--- src/rtl/defines.sv ---
// Shared bit-range and instruction-size macros for the fetch front end.
`ifndef DEFINES_SV
`define DEFINES_SV
`define RNG_64 63:0
`define INSTR_SZ_C 2
`define INSTR_SZ_I 4
`endif

--- src/rtl/struct_pckg.sv ---
// Types shared by the fetch PC controller and its redirect selector.
`include "defines.sv"
package struct_pckg;

  typedef enum logic [2:0] {
    BOOT,
    REQ,
    WAIT,
    HOLD,
    DRAIN
  } fetch_state_t;

  typedef struct packed {
    logic            valid;
    logic            misalign;
    logic [`RNG_64]  target;
  } redirect_struct;

  function automatic logic [`RNG_64] instr_step(input logic compr);
    return compr ? 64'(`INSTR_SZ_C) : 64'(`INSTR_SZ_I);
  endfunction

endpackage

--- src/rtl/if_redirect_sel.sv ---
// Jump/branch redirect priority mux plus target alignment check.
// Purely combinational; no flow control.
module if_redirect_sel
  import struct_pckg::*;
#(
  parameter bit C_EXT = 1'b1
) (
  input  logic            jump_taken,
  input  logic            branch_taken,
  input  logic [`RNG_64]  jump_target,
  input  logic [`RNG_64]  branch_target,
  output redirect_struct  redir
);

  logic [`RNG_64] tgt;

  always_comb begin
    tgt            = jump_taken ? jump_target : branch_target;
    redir.valid    = jump_taken | branch_taken;
    redir.target   = tgt;
    // Half-word targets are only legal when compressed instructions exist.
    redir.misalign = tgt[0] | (!C_EXT & tgt[1]);
  end

endmodule

--- src/rtl/if_pc_ctrl.sv ---
// Fetch PC register and single-outstanding imem request FSM with EX redirects.
// Min two cycles per instruction (REQ+WAIT); i_stall parks a delivered PC in HOLD.
module if_pc_ctrl
  import struct_pckg::*;
#(
  parameter logic [63:0] RESET_PC = 64'h0000_0000_0000_0000,
  parameter bit          C_EXT    = 1'b1
) (
  input  logic           clk,
  input  logic           rst_n,
  input  logic           i_ex_jump_taken,
  input  logic           i_ex_branch_taken,
  input  logic [`RNG_64] i_ex_jump_target,
  input  logic [`RNG_64] i_ex_branch_target,
  input  logic           i_stall,
  input  logic           i_fetch_compr,
  output logic           o_imem_req,
  output logic [`RNG_64] o_imem_addr,
  input  logic           i_imem_gnt,
  input  logic           i_imem_rvalid,
  output logic [`RNG_64] o_pc,
  output logic           o_valid,
  output logic           o_flush,
  output logic           o_misalign_exc,
  output logic [`RNG_64] o_exc_addr
);

  fetch_state_t   state, state_nxt;
  logic [`RNG_64] pc, pc_nxt;
  logic           hold_compr, hold_compr_nxt;
  redirect_struct redir;

  if_redirect_sel #(.C_EXT(C_EXT)) u_redirect_sel (
    .jump_taken    (i_ex_jump_taken),
    .branch_taken  (i_ex_branch_taken),
    .jump_target   (i_ex_jump_target),
    .branch_target (i_ex_branch_target),
    .redir         (redir)
  );

  always_ff @(posedge clk or negedge rst_n) begin
    if (!rst_n) begin
      state          <= BOOT;
      pc             <= RESET_PC;
      hold_compr     <= 1'b0;
      o_misalign_exc <= 1'b0;
      o_exc_addr     <= '0;
    end else begin
      state          <= state_nxt;
      pc             <= pc_nxt;
      hold_compr     <= hold_compr_nxt;
      o_misalign_exc <= redir.valid & redir.misalign;
      if (redir.valid && redir.misalign)
        o_exc_addr <= redir.target;
    end
  end

  always_comb begin
    state_nxt      = state;
    pc_nxt         = pc;
    hold_compr_nxt = hold_compr;
    o_imem_req     = 1'b0;
    o_valid        = 1'b0;
    unique case (state)
      BOOT: state_nxt = REQ;
      REQ: begin
        o_imem_req = 1'b1;
        if (i_imem_gnt)
          state_nxt = redir.valid ? DRAIN : WAIT;
      end
      WAIT: begin
        if (redir.valid) begin
          // A response landing with the redirect is stale; nothing remains in flight.
          state_nxt = i_imem_rvalid ? REQ : DRAIN;
        end else if (i_imem_rvalid) begin
          o_valid = 1'b1;
          if (!i_stall) begin
            pc_nxt    = pc + instr_step(i_fetch_compr);
            state_nxt = REQ;
          end else begin
            hold_compr_nxt = i_fetch_compr;
            state_nxt      = HOLD;
          end
        end
      end
      HOLD: begin
        o_valid = 1'b1;
        if (redir.valid) begin
          state_nxt = REQ;
        end else if (!i_stall) begin
          pc_nxt    = pc + instr_step(hold_compr);
          state_nxt = REQ;
        end
      end
      DRAIN: begin
        if (i_imem_rvalid)
          state_nxt = REQ;
      end
      default: state_nxt = BOOT;
    endcase
    // Illegal targets still flush and steer the FSM but leave the PC alone.
    if (redir.valid && !redir.misalign)
      pc_nxt = redir.target;
  end

  assign o_flush     = redir.valid;
  assign o_pc        = pc;
  assign o_imem_addr = pc;

endmodule

--- config.mk ---
export PLATFORM = sky130hd
export DESIGN_NAME = if_pc_ctrl
export DESIGN_NICKNAME = d
export VERILOG_FILES = /design/src/rtl/struct_pckg.sv /design/src/rtl/if_redirect_sel.sv /design/src/rtl/if_pc_ctrl.sv
export VERILOG_INCLUDE_DIRS = /design/src /design/src/rtl
export SDC_FILE = /design/constraint.sdc
export NUM_CORES = 1
export LEC_CHECK = 0
export BUFFER_PORTS_ARGS = -buffer_cell sky130_fd_sc_hd__buf_2
export CAP_MARGIN = 5
export CORE_MARGIN = 3
export CORE_UTILIZATION = 39
export CTS_BUF_LIST = sky130_fd_sc_hd__clkbuf_8
export CTS_CLUSTER_DIAMETER = 100
export DETAILED_ROUTE_END_ITERATION = 10
export PLACE_DENSITY = 0.72
export SLEW_MARGIN = 20
export SYNTH_ARGS = -nofsm -noshare
export SYNTH_HDL_FRONTEND = slang
export SYNTH_SLANG_ARGS = --single-unit
--- constraint.sdc ---
create_clock -name clk -period 3.5 [get_ports clk]
set_input_delay 0.35 -clock clk [delete_from_list [all_inputs] [get_ports clk]]
set_output_delay 0.35 -clock clk [all_outputs]
set_load 0.05 [all_outputs]
## Word-level counts from Yosys, hierarchy flattened

Cells that the tools add are included.

| storage, ports and cells | value |
|---|---|
| word-level logic and storage cells | 55 |
| output and inout bits | 196 |
| flip-flop bits (word level) | 133 |
| bits of input ports | 136 |

| operators by class | value |
|---|---|
| multiplexer cells | 24 |
| eq/ne operators | 13 |
| add/subtract/negate cells | 2 |
| bitwise logic cells | 3 |
| reductions and logical operators | 8 |

Operators with widths:

| cell | number |
|---|---|
| $mux 64 | 7 |
| $add 64x3->64 | 2 |
| $pmux 64 s2 | 1 |
| $mux 3 | 10 |
| $ne 3x3->1 const B | 7 |
| $pmux 3 s5 | 1 |
| $reduce_and 4->1 | 2 |
| $eq 3x2->1 const B | 2 |
| $reduce_and 6->1 | 1 |
| $ne 2x2->1 const B | 2 |
| $eq 3x1->1 const B | 1 |
| $eq 3x3->1 const B | 1 |
| $logic_not 3->1 | 1 |
| $mux 1 | 3 |
| $reduce_bool 3->1 | 1 |
| $logic_and 1x1->1 | 2 |
| $mux 2 | 1 |
| $pmux 1 s2 | 1 |
| $and 1x1->1 | 1 |
| $logic_not 1->1 | 1 |
| $not 1->1 | 1 |
| $or 1x1->1 | 1 |

## Longest topological paths before layout

Gate-level depths: netlist of the first run.

| logic depth | value |
|---|---|
| depth in word-level cells | 7 |
| depth in mapped cells | 12 |
| mapped depth without buffers | 10 |

## Hierarchy

From an unflattened synthesis of the first run, not the netlist that was laid out.

| unflattened totals | value |
|---|---|
| cells, all modules | 760 |
| area, all modules | 8,036.5 µm² |

By module, submodules not included:

| module | cells each | area an instance (µm²) | sequential area each (µm²) | times used |
|---|---|---|---|---|
| if_pc_ctrl | 687 | 7,045.5 | 3,328.2 | 1 |
| if_redirect_sel | 73 | 991.0 | 0.0 | 1 |

## Least setup slack after synthesis of the first run

No wires, ideal clock.

| path | value |
|---|---|
| kind | register -> register |
| from | register state[2] |
| to | register pc[57], in the netlist o_imem_addr[57] |
| data required time | 3.430 ns |
| setup time | 0.070 ns |
| period minus slack after synthesis | 3.054 ns |
| stages on the path, launching flop included | 12 |
| buffers on the path | 1 |
| slack | 0.446 ns |
| arrival time | 2.985 ns |
| cell sequence | dfrtp_1 buf_6 nand3b_1 mux2_2 ha_1 inv_1 fa_1 nand4b_1 nor3_1 nand4_1 or4_1 nand3_1 |

| between the ends | value |
|---|---|
| longest elaborated chain between the ends | 3 |
| elaborated cells between the ends (all ways) | 11 |
| those cells by class | 7 x eq/ne; 2 x mux; 2 x reduce/logical |

Ends and longest elaborated chain:

| what | line | source |
|---|---|---|
| start, declared | if_pc_ctrl.sv:28 | `fetch_state_t state, state_nxt;` |
| start signal, assigned | if_pc_ctrl.sv:49 | `state <= state_nxt;` |
| $eq 3x2->1 | if_pc_ctrl.sv:64 | `unique case (state)` |
| $ne 3x3->1 (no line) (tied with other cells) | n/a |  |
| $reduce_and 6->1 (no line) or $mux 64 (tied branches) | n/a |  |
| end signal, assigned | if_pc_ctrl.sv:50 | `pc <= pc_nxt;` |
| end, declared | if_pc_ctrl.sv:29 | `` logic [`RNG_64] pc, pc_nxt; `` |

Several ways; a longest one is shown, not always the timed one.
A chain may end at the register's enable or synchronous reset.

## Worst setup path in the final report of the first run

Same ends and word-level chain as after synthesis.

==> impl_metrics.ini, run 1 <==
[run_status]
outcome = completed

[synthesis]
synth-edff-count = 0
synth.distinct_cells = 58
synthCells = 851
yosysSeqAreaShare = 0.4187
syn_area_per_cell_um2 = 9.341
ys_ff_latch = 133
synth_top_family_by_area = simple AND/OR/NAND/NOR gates
synth-compound-area-share = 0.1203
ys.flop_type = dfrtp_1
syn_nets = 990
synthXorXnorAreaFrac = 0.02314
synth-adder-area-share = 0.005667
synth_simple_gate_area_share = 0.2190
syn_area_um2 = 7949
async_reset_ff_frac = 1.000
synthMuxAreaShare = 0.1214
yosys_warnings = 0

[finish]
final_layout_size_suffix_gt1_frac = 0.3767
antennaDiodeCount = 0
fin_nets = 1250
area_growth_syn_to_layout_pct = 24.81
final_cell_area_um2 = 9921

[place]
dpl.hpwl_um = 20330
dp_slack_ns = 0.08364
place.gp.congestion = 0.8863
numPortBuffers = 331
placed_cell_area_um2 = 9448

[die]
die_y_um = 148.8
dieArea_um2 = 22130
core_um2 = 19720
die-width_um = 148.8
floorplan.initialDensity = 0.4031
placementRows = 51
num_io_pins = 332

[cts]
cts_buffers = 17
clock_latency_ns = 0.46
cts.clk_slew.worst_paths_ns = 0.08
htree_num_levels = 4
cts_tree = built
clockBufferDepth = 2
cts.sinks = 133
cts_root_buf = clkbuf_8

[power]
p_leak_nw = 4.636
powerDensity_nw_per_um2 = 606.8
ir_drop_mv = 0.3167
p_total_mw = 6.020

[routing]
routed_via_density = 5.541
drt_wl_total_um = 26660
drt_iter0_markers = 537
dr.pass1.iters = 5
drc = 0
vias = 7691
wire_per_inst_um = 19.21
drtAntennaViolNets = 0

[timing]
setup_tns_ns = 0
slew_headroom = 0.3513
rsz0062_at_grt = false
finalSetupViolCount = 0
maxSlewViolCount = 0
period_needed_ns = 3.187
min_period_over_period = 0.9106
whs_ns = 0.1939
fmax_ghz = 0.3138
fin_skew_ns = 0.009720
worst_slew_pin_slew_ns = 0.9642
finalHoldViolCount = 0
fin_ws_ns = 0.3130

[setup_path]
start_kind = flop
cp_data_required_time_ns = 3.90
timing.critical_path.fanout_max = 10
worstPathArrival_ns = 3.58
critical_path_class = reg2reg
critPathLaunch = state[2]$_DFFE_PN0P_
worst_setup_path_end_kind = flop
path_cells = nand3b_1 -> mux2_2 -> ha_1 -> inv_1 -> fa_1 -> nand4b_1 -> buf_4 -> nor3_1 -> nand4_1 -> or4_1 -> nand3_1
r2r_slack_ns = 0.31
critPathSlowestCell = or4_1
r2r-start = state[2]$_DFFE_PN0P_
critical-path-max-stage-delay_ns = 0.56

[global_route]
grt_max_degree = 75
grt_first_pass_wirelength_um = 41280
grt_pass1_vias = 7431
overflow = 0
antenna_found_initial = 0
grt_usage = 0.2389

[worst_hold_path]
hp-class = in2reg
min-delay-start = i_imem_rvalid

[flow_run]
maxCapViolCount = 0
worst max-delay path: cells and delay by family, from the launching register on:
family / cells / cell delay (ns)
mux: 1 / 0.25
fa+ha+maj: 2 / 0.58
buf+inv: 2 / 0.25
flops: 1 / 0.47
simple gates: 6 / 1.58
cell usage in the layout, fill, tap and decap left out, drive strengths merged, types with 5 or more instances in the layout:
cell type	n
a21oi	81
and2	5
and3	6
and4	5
buf	351
clkbuf	19
dfrtp	133
inv	13
mux2	19
mux2i	75
nand2	51
nand2b	5
nand3	44
nand4	36
nor2	100
nor3	13
nor4	18
o211ai	21
o21ai	15
o311ai	7
o32a	5
or3	6
or4	18
xnor2	5
xor2	16
cells in the mapped netlist, drive strengths merged, types with 6 or more instances:
master,number,area [um2]
o211ai,21,157.7
mux2i,75,750.7
nand2,51,191.4
nor3,13,65.06
inv,12,45.04
buf,87,595.6
o21ai,15,75.07
nand3,44,220.2
clkbuf,24,90.09
and3,6,37.54
nor2,100,375.4
o311ai,7,61.31
or4,18,135.1
mux2,19,214.0
xor2,16,140.1
dfrtp,133,3328
nor4,18,197.7
nand4,36,231.5
a21oi,81,405.4
or3,6,37.54
power by group:
part	internal (mW)	total [mW]	switching (mW)
logic	0.565	2.44	1.87
clock network	0.810	1.45	0.642
registers	1.78	2.13	0.349
total	3.15	6.02	2.87
final timing paths:
path	end	cells after the start
max	o_imem_addr[57]$_DFFE_PN0P_	11
min	state[0]$_DFFE_PN0P_	3
max reg2reg	o_imem_addr[57]$_DFFE_PN0P_	11
min reg2reg	o_exc_addr[0]$_DFFE_PN0P_	1
max in group asynchronous	o_imem_addr[3]$_DFFE_PN0P_	3
min in group asynchronous	o_exc_addr[40]$_DFFE_PN0P_	2
flip-flops by register name, summed over array words and instances, names as in the netlist:
register,count
o_exc_addr,64
state,3
o_misalign_exc,1
o_imem_addr,64
hold_compr,1
kinds of logic after synthesis:
family / Yosys count
AO/OA/AOI/OAI: 153
XOR/XNOR: 21
adder cells (fa/ha/maj): 3
buffers and inverters: 123
flip-flops: 133
multiplexers: 94
AND/OR/NAND/NOR: 324
metrics by stage:
step,utilization,cells
3_5_place_dp,0.4792,1355
2_1_floorplan,-,851
6_report,0.5031,1388
3_3_place_gp,0.4792,1355
5_1_grt,0.5031,1388
4_1_cts,0.5019,1387
metal layers:
layer | global-route usage | vias to the layer above | share of wire
met4 | 0.06224 | 0 | 0.013
met5 | 0 | - | 0
met3 | 0.03920 | 29 | 0.070
li1 | - | 3583 | -
met2 | 0.4265 | 369 | 0.51
met1 | 0.3019 | 3710 | 0.40
final cells by class:
cell class / instances / area, um2
timing repair buffer: 352 / 1851
clock buffer: 19 / 261.5
tap: 265 / 331.6
fill: 1866 / 9797
sequential: 133 / 3328
inverter: 12 / 45.04
clock inverter: 12 / 177.7
multi-input combinational: 595 / 3926
repair_timing:
item,CTS,global route
hold buffers,1,0
endpoints found under the hold margin,73,0
setup endpoints to repair,0,14
gates resized for setup,0,3
buffers inserted,0,1
Power figures use the tool's default switching activity.
==> run 2: changes to the inputs <==
Settings changed: PLACE_DENSITY 0.72 to 0.75.
Clock period 3.5 ns to 2.55 ns, I/O delays scaled along.
==> impl_metrics.ini, run 2 (synthesis results as in run 1) <==
[cts]
clockBufferDepth = 2
cts_buffers = 17
cts_root_buf = clkbuf_8
cts_tree = built
cts.clk_slew.worst_paths_ns = 0.08
htree_num_levels = 4
cts.sinks = 133
clock_latency_ns = 0.47

[global_route]
overflow = 0
antenna_found_initial = 0
grt_first_pass_wirelength_um = 42020
grt_usage = 0.2432
grt_pass1_vias = 7672
grt_max_degree = 71

[place]
numPortBuffers = 331
dpl.cell_count = 1408
dpl.hpwl_um = 20940
placed_cell_area_um2 = 9923
place.gp.congestion = 0.8639

[timing]
maxSlewViolCount = 0
whs_ns = 0.06534
finalSetupViolCount = 35
fin_skew_ns = 0.01263
slew_headroom = 0.5470
period_needed_ns = 2.773
rsz0062_at_grt = true
min_period_over_period = 1.088
fin_ws_ns = -0.2234
finalHoldViolCount = 0
fmax_ghz = 0.3606
worst_slew_pin_slew_ns = 0.6795

[finish]
final_layout_size_suffix_gt1_frac = 0.4154
fillers = 1800
final_common_cell = buf_2
regArea_um2 = 3328
area_growth_syn_to_layout_pct = 31.31
stdcell_count = 1447
fin_nets = 1311
multi_input_area_um2 = 4006
layout_common_cells = buf_2 (330), dfrtp_1 (133), nor2_1 (99)
antennaDiodeCount = 0
final_cell_area_um2 = 10440

[setup_path]
worstPathArrival_ns = 3.13
crit_family = simple AND/OR/NAND/NOR gates
cp_data_required_time_ns = 2.90
critical_path_class = reg2reg
critical-path-max-stage-delay_ns = 0.38
path_cells = nand3b_1 -> mux2_4 -> ha_4 -> inv_2 -> fa_2 -> nand4b_1 -> buf_6 -> or3_4 -> buf_6 -> nor3_4 -> o21bai_1 -> a221o_1
worst_setup_path_end_kind = flop
timing.critical_path.fanout_max = 5
path_buf_inv = 3
start_kind = flop
crit_path_frequent_cell = buf_6
critPathSlowestCell = dfrtp_1

[power]
p_leak_nw = 4.969
ir_drop_mv = 0.4429
powerDensity_nw_per_um2 = 784.1

[run_status]
outcome = complete, but fails checks
violations = negative setup slack

[die]
num_io_pins = 332
dieArea_um2 = 22130
floorplan.initialDensity = 0.4031
die_y_um = 148.8
die-width_um = 148.8
core_um2 = 19720
placementRows = 51

[routing]
drt_iter0_markers = 618
wl_met2_um = 13910
routedLengthMet1_um = 11100
routed_via_density = 5.534
drt_wl_total_um = 27590
vias = 8008
top_layer_used = met4
wire_per_inst_um = 19.07
drtAntennaViolNets = 0
wl_met3_um = 2081
dr.pass1.iters = 7
drc = 0

[flow_run]
maxCapViolCount = 0

[worst_hold_path]
hp-class = in2reg
run 2: cell types whose count changed in the layout (fill, tap and decap cells not counted), sizes merged:
cell      before  now
bufinv         4    2
clkinvlp       4    3
buf          351  412
clkinv         3    4
run 2: metal layers:
metal	track usage	vias up
met5	0	-
met4	0.07597	0
met3	0.04041	36
met2	0.4235	422
met1	0.3106	3863
li1	-	3687
run 2: power breakdown:
part / switching [mW] / internal (mW)
Combinational: 2.69 / 0.897
Sequential: 0.407 / 2.44
Clock: 0.854 / 0.895
run 2: area by class of cell:
class                      instances  share of cell area
clock buffer                      19             0.02505
tap                              265             0.03177
timing repair buffer             413              0.2256
sequential                       133              0.3189
clock inverter                    10             0.01055
inverter                          12            0.004316
multi-input combinational        595              0.3838
run 2: worst paths after layout:
check                                     startpoint                          end  slack [ns]  cells after the start
setup / recovery                state[2]$_DFFE_PN0P_  o_imem_addr[31]$_DFFE_PN0P_       -0.22                     12
hold / removal                         i_fetch_compr       hold_compr$_DFFE_PN0P_        0.07                      2
setup reg to reg                state[2]$_DFFE_PN0P_  o_imem_addr[31]$_DFFE_PN0P_       -0.22                     12
hold reg to reg            o_exc_addr[0]$_DFFE_PN0P_    o_exc_addr[0]$_DFFE_PN0P_        0.47                      1
max in group asynchronous                      rst_n    o_exc_addr[4]$_DFFE_PN0P_        1.47                      3
min in group asynchronous                      rst_n   o_exc_addr[39]$_DFFE_PN0P_        0.35                      2
run 2: timing repair:
action                                  in CTS  in global routing
hold buffers                                 1                  0
endpoints found under the setup margin      41                 56
hold endpoints to repair                    67                  0
pin swaps                                   10                  9
resized for setup                            9                  8
cloned                                       0                  1
setup buffers                                5                  3
run 2: worst register-to-register path, delay by kind of cell (launching register included):
| family | cells | cell delay (ns) |
|---|---|---|
| DFF | 1 | 0.38 |
| buffers and inverters | 3 | 0.33 |
| adders and majority gates | 2 | 0.46 |
| AOI/OAI and AO/OA | 2 | 0.42 |
| muxes | 1 | 0.24 |
| and+or+nand+nor | 4 | 0.85 |
run 2: per-stage QoR:
| step | setup WS, ns | util | power, mW | TNS [ns] |
|---|---|---|---|---|
| after floorplan | -0.2991 | - | 5.558 | -3.865 |
| after CTS | -0.2529 | 0.5266 | 8.212 | -4.523 |
| after detailed placement | -0.2397 | 0.5033 | 6.446 | -4.105 |
| after global routing | -0.3673 | 0.5293 | 8.551 | -10.58 |
| after global placement | -0.1819 | 0.5033 | 6.392 | -2.057 |
| final | -0.2234 | 0.5293 | 8.184 | -3.996 |
